[config.mk]
export PLATFORM = sky130hd
export DESIGN_NAME = pixel_pack_writer_flat
export DESIGN_NICKNAME = d
export VERILOG_FILES = /design/src/rtl/pixel_pack_writer_if.sv /design/src/rtl/pixel_pack_writer.sv /design/src/flat_wrapper.sv
export SDC_FILE = /design/constraint.sdc
export NUM_CORES = 1
export LEC_CHECK = 0
export CAP_MARGIN = 20
export CORE_MARGIN = 2
export CORE_UTILIZATION = 28
export DETAILED_ROUTE_END_ITERATION = 16
export PLACE_DENSITY = 0.55
export SETUP_SLACK_MARGIN = 0.3
export SYNTH_ARGS = -nofsm -noshare
export SYNTH_HDL_FRONTEND = slang
export SYNTH_SLANG_ARGS = --single-unit
export TNS_END_PERCENT = 10
[constraint.sdc]
create_clock -name clk -period 3.5 [get_ports clk]
set_clock_uncertainty 0.2 [all_clocks]
set_input_delay 0.7 -clock clk [delete_from_list [all_inputs] [get_ports clk]]
set_output_delay 0.7 -clock clk [all_outputs]
set_load 0.01 [all_outputs]
[src/rtl/pixel_pack_writer_if.sv]
// pixel_pack_writer_if: write-only handshake between the pixel packer and the single-port SRAM controller
interface pixel_pack_writer_if #(
  parameter int ADDR_W = 16,
  parameter int WORD_W = 16
);
  logic [ADDR_W-1:0] sram_addr;
  logic [WORD_W-1:0] sram_data;
  logic              sram_rw;
  logic              sram_start_n;
  logic              sram_ready;
  modport master (output sram_addr, sram_data, sram_rw, sram_start_n, input sram_ready);
  modport slave (input sram_addr, sram_data, sram_rw, sram_start_n, output sram_ready);
endinterface

[src/rtl/pixel_pack_writer.sv]
// pixel_pack_writer: packs pixels into SRAM words, queues them in a FIFO and writes them through the SRAM handshake
module pixel_pack_writer #(
  parameter int PIX_W = 8,
  parameter int PIX_PER_WORD = 2,
  parameter int WORD_W = PIX_W * PIX_PER_WORD,
  parameter int ADDR_W = 16,
  parameter int FIFO_DEPTH = 4,
  parameter bit VSYNC_ACTIVE = 1'b0,
  parameter bit EOI_DETECT = 1'b1,
  localparam int LW = $clog2(PIX_PER_WORD),
  localparam int LCW = LW > 0 ? LW : 1
) (
  input  logic                 clk,
  input  logic                 reset,
  input  logic [ADDR_W+LW-1:0] pix_addr,
  input  logic [PIX_W-1:0]     pix_data,
  input  logic                 pix_we,
  input  logic                 pix_vsync,
  input  logic                 rearm,
  pixel_pack_writer_if.master  sram,
  output logic                 capture_en,
  output logic                 frame_end,
  output logic                 error,
  output logic                 overflow,
  output logic [ADDR_W-1:0]    stop_addr,
  output logic [ADDR_W:0]      word_count
);
  localparam int PW = $clog2(FIFO_DEPTH);
  localparam int CW = PW + 1;
  localparam logic [2:0] S_WAIT_ACT = 3'd0, S_WAIT_INACT = 3'd1, S_CAPTURE = 3'd2, S_FLUSH = 3'd3, S_DONE = 3'd4;
  localparam logic [1:0] W_IDLE = 2'd0, W_STROBE = 2'd1, W_BUSY = 2'd2, W_REL = 2'd3;

  logic [2:0]               fstate;
  logic [1:0]               wstate;
  logic                     we_prev, pix_edge, eoi_ff;
  logic [PIX_W-1:0]         pd_q;
  logic [ADDR_W+LW-1:0]     pa_q;
  logic [LCW-1:0]           lane;
  logic [WORD_W-1:0]        acc, word_next, push_word;
  logic [ADDR_W-1:0]        word_addr, push_addr, addr_q;
  logic [WORD_W-1:0]        data_q;
  logic [ADDR_W+WORD_W-1:0] mem [FIFO_DEPTH];
  logic [PW-1:0]            wp, rp;
  logic [CW-1:0]            count;
  logic vs_act, pix_hit, eoi_hit, vs_hit, take, last, push, push_ok, pop, full, fifo_clr, frame_start;

  assign vs_act      = pix_vsync == VSYNC_ACTIVE;
  assign pix_hit     = fstate == S_CAPTURE && pix_edge;
  assign eoi_hit     = EOI_DETECT && pix_hit && eoi_ff && pd_q == PIX_W'(8'hD9);
  assign vs_hit      = fstate == S_CAPTURE && vs_act && !eoi_hit;
  assign take        = pix_hit && !vs_hit;
  assign last        = lane == LCW'(PIX_PER_WORD - 1);
  assign word_next   = acc | (WORD_W'(pd_q) << (PIX_W * int'(lane)));
  assign push        = (take && (last || eoi_hit)) || (!EOI_DETECT && vs_hit && lane != '0);
  assign push_word   = take ? word_next : acc;
  assign push_addr   = (take && lane == '0) ? ADDR_W'(pa_q >> LW) : word_addr;
  assign fifo_clr    = EOI_DETECT && vs_hit;
  assign frame_start = fstate == S_WAIT_INACT && !vs_act;
  assign full        = count == CW'(FIFO_DEPTH);
  assign pop         = wstate == W_IDLE && count != '0 && sram.sram_ready;
  assign push_ok     = push && (!full || pop);
  assign capture_en  = fstate == S_CAPTURE;

  assign sram.sram_addr    = addr_q;
  assign sram.sram_data    = data_q;
  assign sram.sram_rw      = 1'b0;
  assign sram.sram_start_n = wstate != W_STROBE;

  // Register the pixel strobe edge together with its data and address
  always_ff @(posedge clk or negedge reset)
    if (!reset) begin
      we_prev  <= 1'b0;
      pix_edge <= 1'b0;
      pd_q     <= '0;
      pa_q     <= '0;
    end else begin
      we_prev  <= pix_we;
      pix_edge <= pix_we && !we_prev;
      pd_q     <= pix_data;
      pa_q     <= pix_addr;
    end

  // Frame sequencing and lane packing
  always_ff @(posedge clk or negedge reset)
    if (!reset) begin
      fstate    <= S_WAIT_ACT;
      lane      <= '0;
      acc       <= '0;
      word_addr <= '0;
      eoi_ff    <= 1'b0;
      frame_end <= 1'b0;
      error     <= 1'b0;
    end else begin
      case (fstate)
        S_WAIT_ACT: if (vs_act) fstate <= S_WAIT_INACT;
        S_WAIT_INACT: if (!vs_act) begin
          fstate    <= S_CAPTURE;
          frame_end <= 1'b0;
          lane      <= '0;
          acc       <= '0;
          eoi_ff    <= 1'b0;
        end
        S_CAPTURE: if (vs_hit) begin
          lane   <= '0;
          acc    <= '0;
          fstate <= EOI_DETECT ? S_WAIT_INACT : S_FLUSH;
          error  <= error || EOI_DETECT;
        end else if (take) begin
          eoi_ff <= pd_q == PIX_W'(8'hFF);
          if (lane == '0) word_addr <= ADDR_W'(pa_q >> LW);
          lane   <= (last || eoi_hit) ? '0 : lane + 1'b1;
          acc    <= (last || eoi_hit) ? '0 : word_next;
          if (eoi_hit) fstate <= S_FLUSH;
        end
        S_FLUSH: if (count == '0 && wstate == W_IDLE) begin
          frame_end <= 1'b1;
          fstate    <= S_DONE;
        end
        S_DONE: if (rearm) begin
          frame_end <= 1'b0;
          fstate    <= S_WAIT_ACT;
        end
        default: fstate <= S_WAIT_ACT;
      endcase
    end

  // Word FIFO storage; contents are only meaningful between the pointers
  always_ff @(posedge clk)
    if (push_ok) mem[wp] <= {push_addr, push_word};

  // FIFO pointers, occupancy and sticky overflow
  always_ff @(posedge clk or negedge reset)
    if (!reset) begin
      wp       <= '0;
      rp       <= '0;
      count    <= '0;
      overflow <= 1'b0;
    end else if (fifo_clr) begin
      wp    <= '0;
      rp    <= '0;
      count <= '0;
    end else begin
      if (push_ok) wp <= wp + 1'b1;
      if (pop) rp <= rp + 1'b1;
      count    <= count + CW'(push_ok) - CW'(pop);
      overflow <= overflow || (push && !push_ok);
    end

  // SRAM write handshake: pop, strobe one cycle, wait for the controller busy/ready cycle
  always_ff @(posedge clk or negedge reset)
    if (!reset) begin
      wstate     <= W_IDLE;
      addr_q     <= '0;
      data_q     <= '0;
      stop_addr  <= '0;
      word_count <= '0;
    end else begin
      case (wstate)
        W_IDLE: if (pop) begin
          {addr_q, data_q} <= mem[rp];
          wstate           <= W_STROBE;
        end
        W_STROBE: begin
          stop_addr <= addr_q;
          wstate    <= W_BUSY;
        end
        W_BUSY: if (!sram.sram_ready) wstate <= W_REL;
        W_REL: if (sram.sram_ready) wstate <= W_IDLE;
        default: wstate <= W_IDLE;
      endcase
      word_count <= frame_start ? '0 : (wstate == W_STROBE && !(&word_count)) ? word_count + 1'b1 : word_count;
    end
endmodule
[src/flat_wrapper.sv]
// flat-port wrapper written by rule: the top's interface ports become plain ports
module pixel_pack_writer_flat 
#(
  parameter int PIX_W = 8,
  parameter int PIX_PER_WORD = 2,
  parameter int WORD_W = PIX_W * PIX_PER_WORD,
  parameter int ADDR_W = 16,
  parameter int FIFO_DEPTH = 4,
  parameter bit VSYNC_ACTIVE = 1'b0,
  parameter bit EOI_DETECT = 1'b1,
  localparam int LW = $clog2(PIX_PER_WORD),
  localparam int LCW = LW > 0 ? LW : 1
)
  (clk, reset, pix_addr, pix_data, pix_we, pix_vsync, rearm, capture_en, frame_end, error, overflow, stop_addr, word_count, sram_sram_addr, sram_sram_data, sram_sram_rw, sram_sram_start_n, sram_sram_ready);
  pixel_pack_writer_if #(.ADDR_W(ADDR_W), .WORD_W(WORD_W)) sram_i ();
  input  logic clk;
  input  logic reset;
  input  logic [ADDR_W+LW-1:0] pix_addr;
  input  logic [PIX_W-1:0] pix_data;
  input  logic pix_we;
  input  logic pix_vsync;
  input  logic rearm;
  output logic capture_en;
  output logic frame_end;
  output logic error;
  output logic overflow;
  output logic [ADDR_W-1:0] stop_addr;
  output logic [ADDR_W:0] word_count;
  output wire logic [$bits(sram_i.sram_addr)-1:0] sram_sram_addr;
  output wire logic [$bits(sram_i.sram_data)-1:0] sram_sram_data;
  output wire logic [$bits(sram_i.sram_rw)-1:0] sram_sram_rw;
  output wire logic [$bits(sram_i.sram_start_n)-1:0] sram_sram_start_n;
  input wire logic [$bits(sram_i.sram_ready)-1:0] sram_sram_ready;
  assign sram_sram_addr = sram_i.sram_addr;
  assign sram_sram_data = sram_i.sram_data;
  assign sram_sram_rw = sram_i.sram_rw;
  assign sram_sram_start_n = sram_i.sram_start_n;
  assign sram_i.sram_ready = sram_sram_ready;
  pixel_pack_writer #(.PIX_W(PIX_W), .PIX_PER_WORD(PIX_PER_WORD), .WORD_W(WORD_W), .ADDR_W(ADDR_W), .FIFO_DEPTH(FIFO_DEPTH), .VSYNC_ACTIVE(VSYNC_ACTIVE), .EOI_DETECT(EOI_DETECT)) u_core (.clk(clk), .reset(reset), .pix_addr(pix_addr), .pix_data(pix_data), .pix_we(pix_we), .pix_vsync(pix_vsync), .rearm(rearm), .sram(sram_i), .capture_en(capture_en), .frame_end(frame_end), .error(error), .overflow(overflow), .stop_addr(stop_addr), .word_count(word_count));
endmodule
-- After elaboration in Yosys (flattened, before gate mapping)
Memory sizes are Yosys's and may differ from the RTL's. A register that Yosys moved wholly into a read port is not among the register bits.
Cells that the tools add are included.
- word-level logic and storage cells: 135
- bits in read-only memories: 0
- register bits: 109
- latch bits: 0
- memories kept: 1
- input bits: 31
- RAM bits: 128
- memory list (name ; words ; bits a word ; rd ports ; clocked after Yosys merged registers in ; write ports ; RTL line ; text):
    u_core.mem ; 4 ; 32 ; 1 ; 1 ; 1 ; pixel_pack_writer.sv:42 ; logic [ADDR_W+WORD_W-1:0] mem [FIFO_DEPTH];
- eq/ne operators: 22
- multipliers: 0
- shift-type cells: 1
- reductions and logical operators: 44
- muxes and demuxes: 39
- bitwise operators: 4
- add/subtract/negate cells: 6
- $lt $le $gt $ge: 0
- div/mod/pow operators: 0
- operators with widths (cell ; count):
    $mux 16 ; 6
    $mux 17 ; 2
    $pmux 16 s2 ; 1
    $mux 3 ; 8
    $add 17x1->17 const B ; 1
    $reduce_and 17->1 ; 1
    $eq 8x8->1 const B ; 2
    $logic_and 1x1->1 ; 16
    $or 16x16->16 ; 1
    $shl 8x4->16 ; 1
    $pmux 3 s5 ; 1
    $mux 2 ; 7
    $ne 2x2->1 const B ; 6
    $reduce_and 4->1 ; 3
    $mux 1 ; 10
    $ne 2x1->1 const B ; 4
    $pmux 2 s4 ; 1
    $reduce_bool 2->1 ; 4
    $logic_not 1->1 ; 7
    $eq 3x2->1 const B ; 2
    $eq 3x3->1 const B ; 2
    $logic_not 3->1 ; 2
    $ne 3x1->1 const B ; 2
    $reduce_and 3->1 ; 2
    15 further kinds ; 24

-- Longest topological paths before layout
- depth after elaboration: 13
- mapped depth: 13
- mapped depth without buffers: 12

-- Worst setup path after synthesis
No wires, ideal clock.
- path kind: reg-to-reg
- start: register u_core.count[0]
- end: register u_core.count[2]
- buffers on the path: 1
- required time: 3168 ps
- stages on the path, launching flop included: 12
- arrival time: 2552 ps
- slack: 615 ps
- library setup time: 132 ps
- path through: dfrtp_1 > o311ai_2 > clkbuf_1 > inv_1 > ha_1 > inv_1 > ha_1 > inv_1 > fa_1 > xor2_1 > xnor2_1 > nor2_1
- word-level cells in the longest chain between the ends: 8
- RTL lines (what ; RTL line ; text):
    from (decl) ; pixel_pack_writer.sv:44 ; logic [CW-1:0] count;
    from (signal assigned) ; pixel_pack_writer.sv:145 ; count <= count + CW'(push_ok) - CW'(pop);
    $reduce_bool 3->1 ; pixel_pack_writer.sv:60 ; assign pop = wstate == W_IDLE && count != '0 && sram.sram_ready;
    $logic_and 1x1->1 (2 in series) ; pixel_pack_writer.sv:60 ;
    $logic_or 1x1->1 ; pixel_pack_writer.sv:61 ; assign push_ok = push && (!full || pop);
    $logic_and 1x1->1 ; pixel_pack_writer.sv:61 ;
    $add 3x1->3 ; pixel_pack_writer.sv:145 ;
    $sub 3x1->3 * ; pixel_pack_writer.sv:145 ;
    $mux 3 * ; pixel_pack_writer.sv:138 ; end else if (fifo_clr) begin
Mark *: on every way between the ends. The rest lies on a longest branch, timed or not.
A chain may end at the register's enable or synchronous reset.

-- Worst setup path after layout
- start: register u_core.fstate[0]
- end: output port capture_en
- word-level cells in the longest chain between the ends: 1
- RTL lines (what ; RTL line ; text):
    from (decl) ; pixel_pack_writer.sv:33 ; logic [2:0] fstate;
    from (signal assigned) ; pixel_pack_writer.sv:106 ; fstate <= EOI_DETECT ? S_WAIT_INACT : S_FLUSH;
    $eq 3x2->1 ; pixel_pack_writer.sv:62 ; assign capture_en = fstate == S_CAPTURE;
    to (decl) ; flat_wrapper.sv:23 ; output logic capture_en;
No other way between the ends.

==> metrics.cfg <==
[run_status]
outcome=finished clean

[routing]
drc=0
route.met3.wl_um=875
wl_um=22100
initialDrtViolationCount=190
routed_via_density=4.41
wl_met2_um=10800
wl_per_cell_um=17.3
via_count=5657
top_layer_used=met4
first_pass_iters=4
met1_length_um=10000
antenna_left=0

[sta]
post-route-period-util=0.881
setup_viol=0
hold_violations=0
relSlewSlack=0.583
fin_crit_ps=3090
fmax_mhz=324
worstMarginPinSlew_ps=622
drv_slew=0
whs_ps=196
final.setup.tns_ps=0
rsz0062_at_grt=false
worst_slack_ps=415

[worst_setup_path]
r2r-end=u_core.word_count[11]$_DFFE_PN0P_
cp_num_cells=3
crit_buf_inv=2
startpoint_type=flop
cp_slowest_cell=clkdlybuf4s50_1
cp-startpoint=u_core.fstate[0]$_DFFE_PN0P_
cp_slowest_stage_delay_ps=560
critPathArrivalTime_ps=2190
critPathCapture=capture_en
timing.critical_path.fanout_max=12
cpLargestDelayFamily=buffers and inverters
worstSetupEndpointType=output pin
worstSetupPathType=reg2out
cp_cell_sequence=or3b_1 -> inv_1 -> clkdlybuf4s50_1
cp.required_ps=2600
rrSetupSlack_ps=820
r2r-start=u_core.word_count[0]$_DFFE_PN0P_
r2r_cells=9

[yosys]
synthCells=623
netlist-cell-type-count=50
synthTopCellsByCount=dfrtp_1, edfxtp_1, mux2_2
ys_warn_count=0
async_flop_share=0.522
synth_top_cell_by_area=edfxtp_1
yosys_register_bits=268
synth_nets=668
synthTopCellsByArea=edfxtp_1, dfrtp_1, mux4_2
yosys_most_used_dff=dfrtp_1
synth_edf_count=128
synth_area_um2=10600
synth-seq-area-share=0.690
synth_most_common_cell=dfrtp_1
synth_top_area_frac=0.361
avgSynthCellArea_um2=17.1

[place]
place.gp.congestion=0.748
hpwl_um=13600
place_ws_ps=420
dpl_cell_area_um2=12400
place_inst=1226
port_buffers=99

[power]
fin_total_pwr_mw=10.4
p_leak_nw=5.30
ir_worst_vdd_v=0.000339
power.density_nw_per_um2=777

[final_layout]
final_core_util=0.357
synthToLayoutAreaGrowth_pct=26.1
final_design_area_no_fill_um2=13400
fillerInstances=3562
drive_gt1_frac=0.254
final_nets=793
n_antenna_cell=0
instances_no_fill=1282

[grt]
antenna_found_initial=0
grt_max_degree=60
grt_pass1_wl_um=34500
grt_pass1_vias=5771
grt-ovfl-total=0
grt_usage=0.113

[floorplanning]
core_um2=37600
ios=102
fp.dieH_um=199
initial_core_util=0.283
die-area_um2=39600
rows=71
die_w_um=199

[clock_tree]
postCtsSetupRepairBufs=0
clock_latency_ps=550
cts_tree=yes
cts_buffers=30
cts_root_buf=clkbuf_16
htree_levels=1
clkTransAtPathRegs_ps=60
cts.sinks=268
clk_path_buf_depth=3

[worst_hold_path]
hold_path_class=reg2reg

[run]
maxCapViolations=0

==> how the worst min path moves through the flow <==
stage,startpoint,to,slack (ps),cells after the start
floorplan,u_core.we_prev$_DFF_PN0_,u_core.pix_edge$_DFF_PN0_,180,1
global placement,u_core.we_prev$_DFF_PN0_,u_core.pix_edge$_DFF_PN0_,180,1
detailed placement,u_core.we_prev$_DFF_PN0_,u_core.pix_edge$_DFF_PN0_,190,1
CTS,u_core.we_prev$_DFF_PN0_,u_core.pix_edge$_DFF_PN0_,200,1
global route,u_core.we_prev$_DFF_PN0_,u_core.pix_edge$_DFF_PN0_,220,1
finish,u_core.we_prev$_DFF_PN0_,u_core.pix_edge$_DFF_PN0_,200,1
==> cell type report <==
cell class,count,area [um^2],share of cell area
clock buffers,44,863,0.0643
repair buffers,121,1250,0.0930
flip-flops and latches,268,7350,0.548
inverters,16,60.1,0.00448
multi-input cells,311,3110,0.232
well taps,511,639,0.0477
clock inverters,11,149,0.0111
==> worst register-to-register path, delay by kind of cell, from the launching register on <==
kind            cells  cell delay, ps
flops               1             430
simple gates        5             930
compound gates      2             590
fa+ha+maj           2             450
==> flip-flops by register name, indices dropped and copies added, names as in the netlist, 8 cells and up <==
name	flops
u_core.mem	128
u_core.word_count	17
u_core.acc	16
u_core.pa_q	16
u_core.sram.sram_addr	16
u_core.sram.sram_data	16
u_core.stop_addr	16
u_core.word_addr	16
u_core.pd_q	8
==> logic make-up after synthesis <==
kind of cell	share of synthesized area
flops	0.690
buf+inv	0.0189
compound gates	0.0423
mux	0.167
simple gates	0.0555
xor+xnor	0.00823
other cells	0.000352
fa+ha+maj	0.0172
==> layout by cell type (no fill, tap or decap), types with 3 or more instances in the layout <==
master	count
a21o_1	17
a21oi_1	12
a31oi_1	11
a41o_1	3
and3_1	4
and3_2	4
and4_1	3
buf_12	7
buf_4	14
bufinv_16	3
clkbuf_1	8
clkbuf_16	30
clkbuf_8	6
clkdlybuf4s50_1	98
clkinv_2	5
dfrtp_1	138
edfxtp_1	128
ha_1	13
inv_1	16
mux2_2	52
mux2_4	30
mux4_2	32
nand2_1	17
nand3_1	6
nand4_1	4
nor2_1	24
nor2b_1	14
nor3_1	4
o21ai_0	10
or3_1	8
xnor2_1	6
xor2_1	4
==> routing by layer <==
metal | vias to the layer above | track usage
met4 | 0 | 0.0290
met1 | 2925 | 0.152
met2 | 90 | 0.191
met3 | 32 | 0.0205
met5 | - | 0
li1 | 2610 | -
==> where the power goes <==
group	leakage [nW]	internal, mW	total [mW]	switching (mW)
Clock	0.499	1.93	3.17	1.24
Combinational	1.90	1.66	2.86	1.20
Sequential	2.90	3.98	4.40	0.414
Total	5.30	7.57	10.4	2.85
==> repair_timing <==
item                                   CTS  global route
endpoints found under the hold margin   56             0
hold buffers                             1             0
setup endpoints to repair                0             1
gates resized for setup                  0             1
Power figures use the tool's default switching activity.
